**config.mk**
```make
export PLATFORM = sky130hd
export DESIGN_NAME = pe_param_flat
export DESIGN_NICKNAME = d
export VERILOG_FILES = /design/src/rtl/pe_param_pkg.sv /design/src/rtl/pe_param_if.sv /design/src/rtl/pe_param_mac.sv /design/src/rtl/pe_param.sv /design/src/flat_wrapper.sv
export SDC_FILE = /design/constraint.sdc
export NUM_CORES = 1
export LEC_CHECK = 0
export CAP_MARGIN = 20
export CORE_ASPECT_RATIO = 1.2
export CORE_UTILIZATION = 56
export CTS_CLUSTER_DIAMETER = 150
export DETAILED_ROUTE_END_ITERATION = 8
export GPL_ROUTABILITY_DRIVEN = 0
export PLACE_DENSITY = 0.79
export RECOVER_POWER = 25
export SKIP_LAST_GASP = 1
export SLEW_MARGIN = 20
export SYNTH_ARGS = -nofsm -noshare
export SYNTH_HDL_FRONTEND = slang
export SYNTH_HIERARCHICAL = 1
export SYNTH_SLANG_ARGS = --single-unit
export TNS_END_PERCENT = 20
```
**constraint.sdc**
```tcl
create_clock -name clk -period 12.4 [get_ports clk]
set_input_delay 2.48 -clock clk [delete_from_list [all_inputs] [get_ports clk]]
set_output_delay 2.48 -clock clk [all_outputs]
set_load 0.01 [all_outputs]
```
**src/rtl/pe_param_pkg.sv**
```systemverilog
// Shared types and fixed-point helpers for the parametrised PE and its array controller.
// Helpers work on 64-bit signed intermediates, so operand widths up to 32 bits are exact.
// Pure combinational functions; no state.
package pe_param_pkg;

   typedef enum logic {
      PE_WS = 1'b0,
      PE_OS = 1'b1
   } pe_mode_e;

   // Clamp a wide signed value into the signed range of a w-bit word.
   function automatic logic signed [63:0] sat_dw(input logic signed [63:0] x, input int w);
      logic signed [63:0] mx;
      logic signed [63:0] mn;
      mx = (64'sd1 <<< (w - 1)) - 64'sd1;
      mn = -mx - 64'sd1;
      if (x > mx)
         return mx;
      else if (x < mn)
         return mn;
      else
         return x;
   endfunction

   // Full-precision product rescaled back to the operand Q format.
   function automatic logic signed [63:0] fxp_mul_shift(input logic signed [63:0] a,
                                                        input logic signed [63:0] b,
                                                        input int fb);
      logic signed [63:0] p;
      p = a * b;
      return p >>> fb;
   endfunction

endpackage

```
**src/rtl/pe_param_if.sv**
```systemverilog
// Mesh-facing signal bundle of one PE: north/west inputs, south/east outputs, status flags.
// Pure wiring; no latency.
// No backpressure: every qualifier is a one-cycle valid strobe.
interface pe_param_if #(parameter int DATA_WIDTH = 16) ();

   logic                  pe_enabled;
   logic                  pe_mode;
   logic [DATA_WIDTH-1:0] pe_psum_in;
   logic                  pe_psum_valid_in;
   logic [DATA_WIDTH-1:0] pe_weight_in;
   logic                  pe_accept_w_in;
   logic [DATA_WIDTH-1:0] pe_input_in;
   logic                  pe_valid_in;
   logic                  pe_switch_in;
   logic                  pe_drain_in;
   logic [DATA_WIDTH-1:0] pe_psum_out;
   logic                  pe_psum_valid_out;
   logic [DATA_WIDTH-1:0] pe_weight_out;
   logic [DATA_WIDTH-1:0] pe_input_out;
   logic                  pe_valid_out;
   logic                  pe_switch_out;
   logic                  pe_drain_out;
   logic                  pe_sat_flag;
   logic                  pe_switch_err;

   // Upstream side: the array controller or a neighbouring PE.
   modport master (
      output pe_enabled, pe_mode, pe_psum_in, pe_psum_valid_in, pe_weight_in, pe_accept_w_in,
             pe_input_in, pe_valid_in, pe_switch_in, pe_drain_in,
      input  pe_psum_out, pe_psum_valid_out, pe_weight_out, pe_input_out, pe_valid_out,
             pe_switch_out, pe_drain_out, pe_sat_flag, pe_switch_err
   );

   // The PE itself.
   modport slave (
      input  pe_enabled, pe_mode, pe_psum_in, pe_psum_valid_in, pe_weight_in, pe_accept_w_in,
             pe_input_in, pe_valid_in, pe_switch_in, pe_drain_in,
      output pe_psum_out, pe_psum_valid_out, pe_weight_out, pe_input_out, pe_valid_out,
             pe_switch_out, pe_drain_out, pe_sat_flag, pe_switch_err
   );

endinterface

```
**src/rtl/pe_param_mac.sv**
```systemverilog
// Fixed-point multiply, rescale, saturate, then saturating add of an addend.
// Product path 0 or 1 cycle (PIPE_MUL); the add is combinational on the final-stage product.
// No backpressure: a valid operand pair always produces a product PIPE_MUL cycles later.
module fxp_mac_sat
   import pe_param_pkg::*;
#(
   parameter int DATA_WIDTH = 16,
   parameter int FRAC_BITS  = 8,
   parameter int PIPE_MUL   = 0
) (
   input  logic                         clk_i,
   input  logic                         clr_i,
   input  logic                         vld_i,
   input  logic signed [DATA_WIDTH-1:0] a_i,
   input  logic signed [DATA_WIDTH-1:0] b_i,
   input  logic signed [DATA_WIDTH-1:0] addend_i,
   output logic signed [DATA_WIDTH-1:0] prod_o,
   output logic                         prod_vld_o,
   output logic signed [DATA_WIDTH-1:0] sum_o,
   output logic                         mul_sat_o,
   output logic                         add_sat_o
);

   logic signed [63:0]           mul_w;
   logic signed [63:0]           mul_s;
   logic signed [63:0]           add_w;
   logic signed [63:0]           add_s;
   logic signed [DATA_WIDTH-1:0] prod_c;
   logic                         mul_sat_c;
   logic signed [DATA_WIDTH-1:0] prod_q;
   logic                         mul_sat_q;
   logic                         vld_q;

   // Product: full precision, rescale, clamp to the operand width.
   always_comb begin
      mul_w     = fxp_mul_shift(64'(a_i), 64'(b_i), FRAC_BITS);
      mul_s     = sat_dw(mul_w, DATA_WIDTH);
      mul_sat_c = (mul_s != mul_w);
      prod_c    = mul_s[DATA_WIDTH-1:0];
   end

   // Optional product stage; cleared together with the rest of the PE state.
   always_ff @(posedge clk_i) begin
      if (clr_i) begin
         prod_q    <= '0;
         mul_sat_q <= 1'b0;
         vld_q     <= 1'b0;
      end else begin
         prod_q    <= prod_c;
         mul_sat_q <= mul_sat_c;
         vld_q     <= vld_i;
      end
   end

   assign prod_o     = (PIPE_MUL != 0) ? prod_q    : prod_c;
   assign mul_sat_o  = (PIPE_MUL != 0) ? mul_sat_q : mul_sat_c;
   assign prod_vld_o = (PIPE_MUL != 0) ? vld_q     : vld_i;

   // Saturating add against the addend presented at the final stage.
   always_comb begin
      add_w     = 64'(prod_o) + 64'(addend_i);
      add_s     = sat_dw(add_w, DATA_WIDTH);
      add_sat_o = (add_s != add_w);
      sum_o     = add_s[DATA_WIDTH-1:0];
   end

endmodule

```
**src/rtl/pe_param.sv**
```systemverilog
// Systolic PE: runtime WS (double-buffered weight) or OS (local accumulator + drain) fixed-point MAC.
// South psum 1+PIPE_MUL cycles after valid in WS; east/south forwards and OS drain 1 cycle.
// No backpressure: mesh runs in lockstep, controller schedules drains around column traffic.
module pe_param
   import pe_param_pkg::*;
#(
   parameter int DATA_WIDTH = 16,
   parameter int FRAC_BITS  = 8,
   parameter int PIPE_MUL   = 0
) (
   input  logic         clk,
   input  logic         rst,
   pe_param_if.slave    pe_if
);

   localparam int DW = DATA_WIDTH;

   logic                 clr;
   pe_mode_e             mode_in;
   logic                 mode_chg;
   logic                 is_os;

   pe_mode_e             mode_q,       mode_d;
   logic signed [DW-1:0] active_q,     active_d;
   logic signed [DW-1:0] shadow_q,     shadow_d;
   logic                 shadow_vld_q, shadow_vld_d;
   logic signed [DW-1:0] acc_q,        acc_d;
   logic signed [DW-1:0] psum_q,       psum_d;
   logic                 psum_vld_q,   psum_vld_d;
   logic [DW-1:0]        weight_q,     weight_d;
   logic [DW-1:0]        input_q,      input_d;
   logic                 valid_q,      valid_d;
   logic                 switch_q,     switch_d;
   logic                 drain_q,      drain_d;
   logic                 sat_q,        sat_d;
   logic                 err_q,        err_d;

   logic signed [DW-1:0] mac_b;
   logic signed [DW-1:0] mac_addend;
   logic signed [DW-1:0] prod;
   logic                 prod_vld;
   logic signed [DW-1:0] sum;
   logic                 mul_sat;
   logic                 add_sat;

   assign clr      = rst | ~pe_if.pe_enabled;
   assign mode_in  = pe_mode_e'(pe_if.pe_mode);
   assign mode_chg = (mode_in != mode_q);
   assign is_os    = (mode_in == PE_OS);

   // OS multiplies the streaming north operand into the accumulator; WS uses the held weight and north psum.
   assign mac_b      = is_os ? $signed(pe_if.pe_weight_in) : active_q;
   assign mac_addend = is_os ? acc_q : $signed(pe_if.pe_psum_in);

   fxp_mac_sat #(
      .DATA_WIDTH (DW),
      .FRAC_BITS  (FRAC_BITS),
      .PIPE_MUL   (PIPE_MUL)
   ) u_mac (
      .clk_i      (clk),
      .clr_i      (clr | mode_chg),
      .vld_i      (pe_if.pe_valid_in),
      .a_i        ($signed(pe_if.pe_input_in)),
      .b_i        (mac_b),
      .addend_i   (mac_addend),
      .prod_o     (prod),
      .prod_vld_o (prod_vld),
      .sum_o      (sum),
      .mul_sat_o  (mul_sat),
      .add_sat_o  (add_sat)
   );

   // Next state for weights, accumulator, forwards and sticky flags.
   always_comb begin
      mode_d       = mode_in;
      active_d     = active_q;
      shadow_d     = shadow_q;
      shadow_vld_d = shadow_vld_q;
      acc_d        = acc_q;
      psum_d       = '0;
      psum_vld_d   = 1'b0;
      weight_d     = '0;
      input_d      = pe_if.pe_valid_in ? pe_if.pe_input_in : input_q;
      valid_d      = pe_if.pe_valid_in;
      switch_d     = pe_if.pe_switch_in;
      drain_d      = pe_if.pe_drain_in;
      sat_d        = sat_q;
      err_d        = err_q;

      if (is_os) begin
         weight_d = pe_if.pe_valid_in ? pe_if.pe_weight_in : '0;
         if (pe_if.pe_drain_in) begin
            // Own accumulator takes the south port; any concurrent incoming psum is lost.
            psum_d     = acc_q;
            psum_vld_d = 1'b1;
            acc_d      = prod_vld ? prod : '0;
            if (prod_vld && mul_sat)
               sat_d = 1'b1;
         end else begin
            psum_d     = $signed(pe_if.pe_psum_in);
            psum_vld_d = pe_if.pe_psum_valid_in;
            if (prod_vld) begin
               acc_d = sum;
               if (mul_sat || add_sat)
                  sat_d = 1'b1;
            end
         end
      end else begin
         weight_d = pe_if.pe_accept_w_in ? pe_if.pe_weight_in : '0;
         // Promote reads the old shadow, so a same-cycle load lands behind it.
         if (pe_if.pe_switch_in) begin
            if (shadow_vld_q) begin
               active_d     = shadow_q;
               shadow_vld_d = 1'b0;
            end else begin
               err_d = 1'b1;
            end
         end
         if (pe_if.pe_accept_w_in) begin
            shadow_d     = $signed(pe_if.pe_weight_in);
            shadow_vld_d = 1'b1;
         end
         psum_d     = prod_vld ? sum : '0;
         psum_vld_d = prod_vld;
         if (prod_vld && (mul_sat || add_sat))
            sat_d = 1'b1;
      end

      // Dataflow change invalidates anything computed under the old mode.
      if (mode_chg) begin
         acc_d        = '0;
         shadow_vld_d = 1'b0;
      end
   end

   // State registers with synchronous clear on reset or disable.
   always_ff @(posedge clk) begin
      if (clr) begin
         mode_q       <= PE_WS;
         active_q     <= '0;
         shadow_q     <= '0;
         shadow_vld_q <= 1'b0;
         acc_q        <= '0;
         psum_q       <= '0;
         psum_vld_q   <= 1'b0;
         weight_q     <= '0;
         input_q      <= '0;
         valid_q      <= 1'b0;
         switch_q     <= 1'b0;
         drain_q      <= 1'b0;
         sat_q        <= 1'b0;
         err_q        <= 1'b0;
      end else begin
         mode_q       <= mode_d;
         active_q     <= active_d;
         shadow_q     <= shadow_d;
         shadow_vld_q <= shadow_vld_d;
         acc_q        <= acc_d;
         psum_q       <= psum_d;
         psum_vld_q   <= psum_vld_d;
         weight_q     <= weight_d;
         input_q      <= input_d;
         valid_q      <= valid_d;
         switch_q     <= switch_d;
         drain_q      <= drain_d;
         sat_q        <= sat_d;
         err_q        <= err_d;
      end
   end

   assign pe_if.pe_psum_out       = psum_q;
   assign pe_if.pe_psum_valid_out = psum_vld_q;
   assign pe_if.pe_weight_out     = weight_q;
   assign pe_if.pe_input_out      = input_q;
   assign pe_if.pe_valid_out      = valid_q;
   assign pe_if.pe_switch_out     = switch_q;
   assign pe_if.pe_drain_out      = drain_q;
   assign pe_if.pe_sat_flag       = sat_q;
   assign pe_if.pe_switch_err     = err_q;

endmodule

```
**src/flat_wrapper.sv**
```systemverilog
// flat-port wrapper written by rule: the top's interface ports become plain ports
module pe_param_flat import pe_param_pkg::*;
#(
   parameter int DATA_WIDTH = 16,
   parameter int FRAC_BITS  = 8,
   parameter int PIPE_MUL   = 0
)
  (clk, rst, pe_if_pe_enabled, pe_if_pe_mode, pe_if_pe_psum_in, pe_if_pe_psum_valid_in, pe_if_pe_weight_in, pe_if_pe_accept_w_in, pe_if_pe_input_in, pe_if_pe_valid_in, pe_if_pe_switch_in, pe_if_pe_drain_in, pe_if_pe_psum_out, pe_if_pe_psum_valid_out, pe_if_pe_weight_out, pe_if_pe_input_out, pe_if_pe_valid_out, pe_if_pe_switch_out, pe_if_pe_drain_out, pe_if_pe_sat_flag, pe_if_pe_switch_err);
  pe_param_if #(.DATA_WIDTH(DATA_WIDTH)) pe_if_i ();
  input  logic clk;
  input  logic rst;
  input wire logic [$bits(pe_if_i.pe_enabled)-1:0] pe_if_pe_enabled;
  input wire logic [$bits(pe_if_i.pe_mode)-1:0] pe_if_pe_mode;
  input wire logic [$bits(pe_if_i.pe_psum_in)-1:0] pe_if_pe_psum_in;
  input wire logic [$bits(pe_if_i.pe_psum_valid_in)-1:0] pe_if_pe_psum_valid_in;
  input wire logic [$bits(pe_if_i.pe_weight_in)-1:0] pe_if_pe_weight_in;
  input wire logic [$bits(pe_if_i.pe_accept_w_in)-1:0] pe_if_pe_accept_w_in;
  input wire logic [$bits(pe_if_i.pe_input_in)-1:0] pe_if_pe_input_in;
  input wire logic [$bits(pe_if_i.pe_valid_in)-1:0] pe_if_pe_valid_in;
  input wire logic [$bits(pe_if_i.pe_switch_in)-1:0] pe_if_pe_switch_in;
  input wire logic [$bits(pe_if_i.pe_drain_in)-1:0] pe_if_pe_drain_in;
  output wire logic [$bits(pe_if_i.pe_psum_out)-1:0] pe_if_pe_psum_out;
  output wire logic [$bits(pe_if_i.pe_psum_valid_out)-1:0] pe_if_pe_psum_valid_out;
  output wire logic [$bits(pe_if_i.pe_weight_out)-1:0] pe_if_pe_weight_out;
  output wire logic [$bits(pe_if_i.pe_input_out)-1:0] pe_if_pe_input_out;
  output wire logic [$bits(pe_if_i.pe_valid_out)-1:0] pe_if_pe_valid_out;
  output wire logic [$bits(pe_if_i.pe_switch_out)-1:0] pe_if_pe_switch_out;
  output wire logic [$bits(pe_if_i.pe_drain_out)-1:0] pe_if_pe_drain_out;
  output wire logic [$bits(pe_if_i.pe_sat_flag)-1:0] pe_if_pe_sat_flag;
  output wire logic [$bits(pe_if_i.pe_switch_err)-1:0] pe_if_pe_switch_err;
  assign pe_if_i.pe_enabled = pe_if_pe_enabled;
  assign pe_if_i.pe_mode = pe_if_pe_mode;
  assign pe_if_i.pe_psum_in = pe_if_pe_psum_in;
  assign pe_if_i.pe_psum_valid_in = pe_if_pe_psum_valid_in;
  assign pe_if_i.pe_weight_in = pe_if_pe_weight_in;
  assign pe_if_i.pe_accept_w_in = pe_if_pe_accept_w_in;
  assign pe_if_i.pe_input_in = pe_if_pe_input_in;
  assign pe_if_i.pe_valid_in = pe_if_pe_valid_in;
  assign pe_if_i.pe_switch_in = pe_if_pe_switch_in;
  assign pe_if_i.pe_drain_in = pe_if_pe_drain_in;
  assign pe_if_pe_psum_out = pe_if_i.pe_psum_out;
  assign pe_if_pe_psum_valid_out = pe_if_i.pe_psum_valid_out;
  assign pe_if_pe_weight_out = pe_if_i.pe_weight_out;
  assign pe_if_pe_input_out = pe_if_i.pe_input_out;
  assign pe_if_pe_valid_out = pe_if_i.pe_valid_out;
  assign pe_if_pe_switch_out = pe_if_i.pe_switch_out;
  assign pe_if_pe_drain_out = pe_if_i.pe_drain_out;
  assign pe_if_pe_sat_flag = pe_if_i.pe_sat_flag;
  assign pe_if_pe_switch_err = pe_if_i.pe_switch_err;
  pe_param #(.DATA_WIDTH(DATA_WIDTH), .FRAC_BITS(FRAC_BITS), .PIPE_MUL(PIPE_MUL)) u_core (.clk(clk), .rst(rst), .pe_if(pe_if_i));
endmodule
```
==> metrics.md <==
| Metric | Value |
|---|---|
| Status | `finished, final reports clean` |
| Post-DP HPWL | `31.3 mm` |
| Max frequency | `83.4 MHz` |
| Max Cap Viol | `0` |
| CP peak stage delay | `0.59 ns` |
| Synth area leaders | `fa_1 34%, dfxtp_1 14%, ha_1 7.8%, inv_1 7.4%, and2_1 5.7%` |
| DR iter-0 viols | `683` |
| Most used DFF post-synth | `dfxtp_1` |
| Fin. Hold Viols | `0` |
| Worst Hold Class | `register to register` |
| Syn-to-layout area delta | `16.8%` |
| R2R Path End | `u_core/acc_q[8]` |
| Slowest CP cell | `fa_1` |
| Post-Syn Area | `0.0153 mm²` |
| Initial Utilization | `57.6%` |
| GRT Residual Overflow | `0` |
| CP most frequent cell | `fa_1` |
| Hold Crit Start | `u_core/shadow_q[15]` |
| Later-pin clock latency in the skew report | `0.37 ns` |
| Startpoint Class | `input port` |
| Worst hold endpoint | `u_core/active_q[15]` |
| Via count of the first global-routing pass | `13,100` |
| Avg Cell Area, Syn | `9.02 µm²` |
| Critical path type | `input port to register` |
| Worst r2r src | `u_core/active_q[4]` |
| FFs w/ async S/R, synth | `0%` |
| Rows | `65` |
| # clock sinks | `104` |
| WL final | `38.4 mm` |
| Die height | `183 µm` |
| CP Data Required Time | `about 13 ns` |
| Total nets after synthesis | `2,114` |
| Core area | `0.0266 mm²` |
| Largest net degree at the start of global routing | `67` |
| Min Clock Period, post-route | `around 12 ns` |
| Die X | `153 µm` |
| Synth Register Bits | `104` |
| Worst Hold Depth | `2` |
| Internal reg-to-reg setup slack | `2.62 ns` |
| I/O pin cnt | `111` |
| Layout cells sized above 1 | `13.6%` |
| Longest Clk Path Bufs | `2` |
| Drt drc | `0` |
| YS warnings | `6` |
| PortBufs | `110` |
| H-tree level count | `3` |
| Crit-path max FO | `13` |
| Fin crit share | `96.7%` |
| Worst Skew | `0.0149 ns` |
| Synth Instances | `around 1,700` |
| Initial antenna violation count | `0` |
| Count leader, synth | `inv_1` |
| CTS tree | `built` |
| Endpoints failing setup | `0` |
| Min Hold Slack | `0.439 ns` |
| First-pass GRT wire length | `62.2 mm` |
| Post-synth EDFFs | `0` |
| Setup_tns | `0 ns` |
| Total Nets Final | `2,283` |
| Total number of vias | `12,400` |
| Sequential area share after synthesis | `13.6%` |
| Worst-path clk slew | `0.09 ns` |
| Final ANT Viol Nets | `0` |
| Via density | `5.59` |
| Critical path arrival | `12.24 ns` |
| Routed len/inst | `17.4 µm` |
| DIE AREA | `0.0280 mm²` |
| Initial DRT Pass Iterations | `5` |
| CP endpoint kind | `register` |
| Yosys top cell by area | `fa_1` |
| Reg2reg path depth | `41` |
| Total CTS buffers | `9` |
| Synth cell types | `80` |
| Max-slew violation count | `0` |
| Post-synth top area share | `about a third` |
| Worst-Margin Slew | `0.943 ns` |
| GRT Util Overall | `27.8%` |
| CTS root buf | `clkbuf_16` |
| Slew headroom | `37.1%` |
| Post-synth top cells | `303 x inv_1, 262 x fa_1, 222 x nand2_1` |
flip-flops by register name (all words and copies together), names as in the netlist:
| signal | count |
|---|---|
| u_core/pe_if.pe_sat_flag | 1 |
| u_core/acc_q | 16 |
| u_core/pe_if.pe_psum_valid_out | 1 |
| u_core/pe_if.pe_switch_err | 1 |
| u_core/shadow_q | 16 |
| u_core/pe_if.pe_weight_out | 16 |
| u_core/pe_if.pe_drain_out | 1 |
| u_core/pe_if.pe_switch_out | 1 |
| u_core/pe_if.pe_valid_out | 1 |
| u_core/pe_if.pe_input_out | 16 |
| u_core/active_q | 16 |
| u_core/shadow_vld_q | 1 |
| u_core/mode_q | 1 |
| u_core/pe_if.pe_psum_out | 16 |
cells by family after synthesis:
group	count (synthesis)	synth area share, %
and+or+nand+nor	516	16.4
buffers and inverters	382	10.3
adders and majority gates	359	42.1
AOI/OAI and AO/OA	213	9.01
DFF	104	13.6
muxes	80	6.03
xor gates and xnor gates	45	2.57
metal layers:
metal	share of wire [%]	global-route usage, %	wire length (µm)
met5	0	0	0
met1	40	33.5	15300
met3	4.9	2.55	1890
met4	3.2	10.7	1220
met2	52	51.3	19900
per-stage QoR:
stage               instances  setup slack (ns)  instance area (µm²)  util [%]
floorplan                1699           0.00842                15400         -
global placement         2182           -0.0222                17300      65.2
detailed placement       2182            -0.269                17300      65.2
CTS                      2198            0.0308                17600      66.3
global route             2208           -0.0573                17900      67.3
finish                   2209             0.411                17900      67.3
final cells by class:
type                       instances  area [µm²]
fill                            2054        8690
clock buffer                       9         225
timing repair buffer             236        2120
inverter                         303        1140
antenna                            1        2.50
tap                              335         419
clock inverter                     7        71.3
multi-input combinational       1214       11800
sequential                       104        2080
what timing repair did:
item / CTS / global route
hold buffers: 0 / 0
endpoints found under the setup margin: 0 / 33
buffers inserted: 0 / 9
gates resized for setup: 0 / 52
cells in the final DEF, fill, tap and decap left out, types with 5 or more instances in the layout:
cell,Yosys,layout
dfxtp_1,104,104
a21oi_1,73,67
o21ai_0,33,28
nor2_1,84,83
a31oi_1,6,6
fa_1,262,260
xor2_1,19,18
and2_1,140,140
nand2b_1,12,10
buf_6,10,5
a22oi_1,27,26
buf_4,9,117
clkdlybuf4s50_1,0,85
clkbuf_16,0,9
o21ai_2,3,5
inv_1,303,301
ha_1,96,94
and3_1,6,6
mux2_4,12,24
nand4_1,6,6
o21ai_1,13,16
a21o_1,15,15
a21oi_2,1,7
xnor2_1,26,26
mux2i_1,17,17
nand2_1,222,221
dlygate4sd3_1,0,19
nor2b_1,6,6
mux2_2,50,39
nor3_1,9,9
worst max path at each step:
stage	startpoint	to	slack (ns)	cells after the start
finish	pe_if_pe_weight_in[12]	u_core/acc_q[8]	0.41	41
global route	pe_if_pe_weight_in[12]	u_core/acc_q[11]	-0.06	41
CTS	pe_if_pe_weight_in[2]	u_core/acc_q[11]	0.03	41
detailed placement	pe_if_pe_weight_in[2]	u_core/acc_q[10]	-0.27	41
global placement	pe_if_pe_weight_in[2]	u_core/acc_q[10]	-0.02	39
floorplan	pe_if_pe_mode	u_core/acc_q[12]	0.008	45
worst max-delay path, delay by kind of cell:
family / cells / cell delay [ns]
simple gates: 9 / 1.36
fa+ha+maj: 10 / 4.25
compound gates: 14 / 2.54
mux: 2 / 0.55
buf+inv: 6 / 1.04
Power is left out: the tool's default activity adds up to more than one toggle a clock period on the data nets, which glitch-free logic cannot reach.
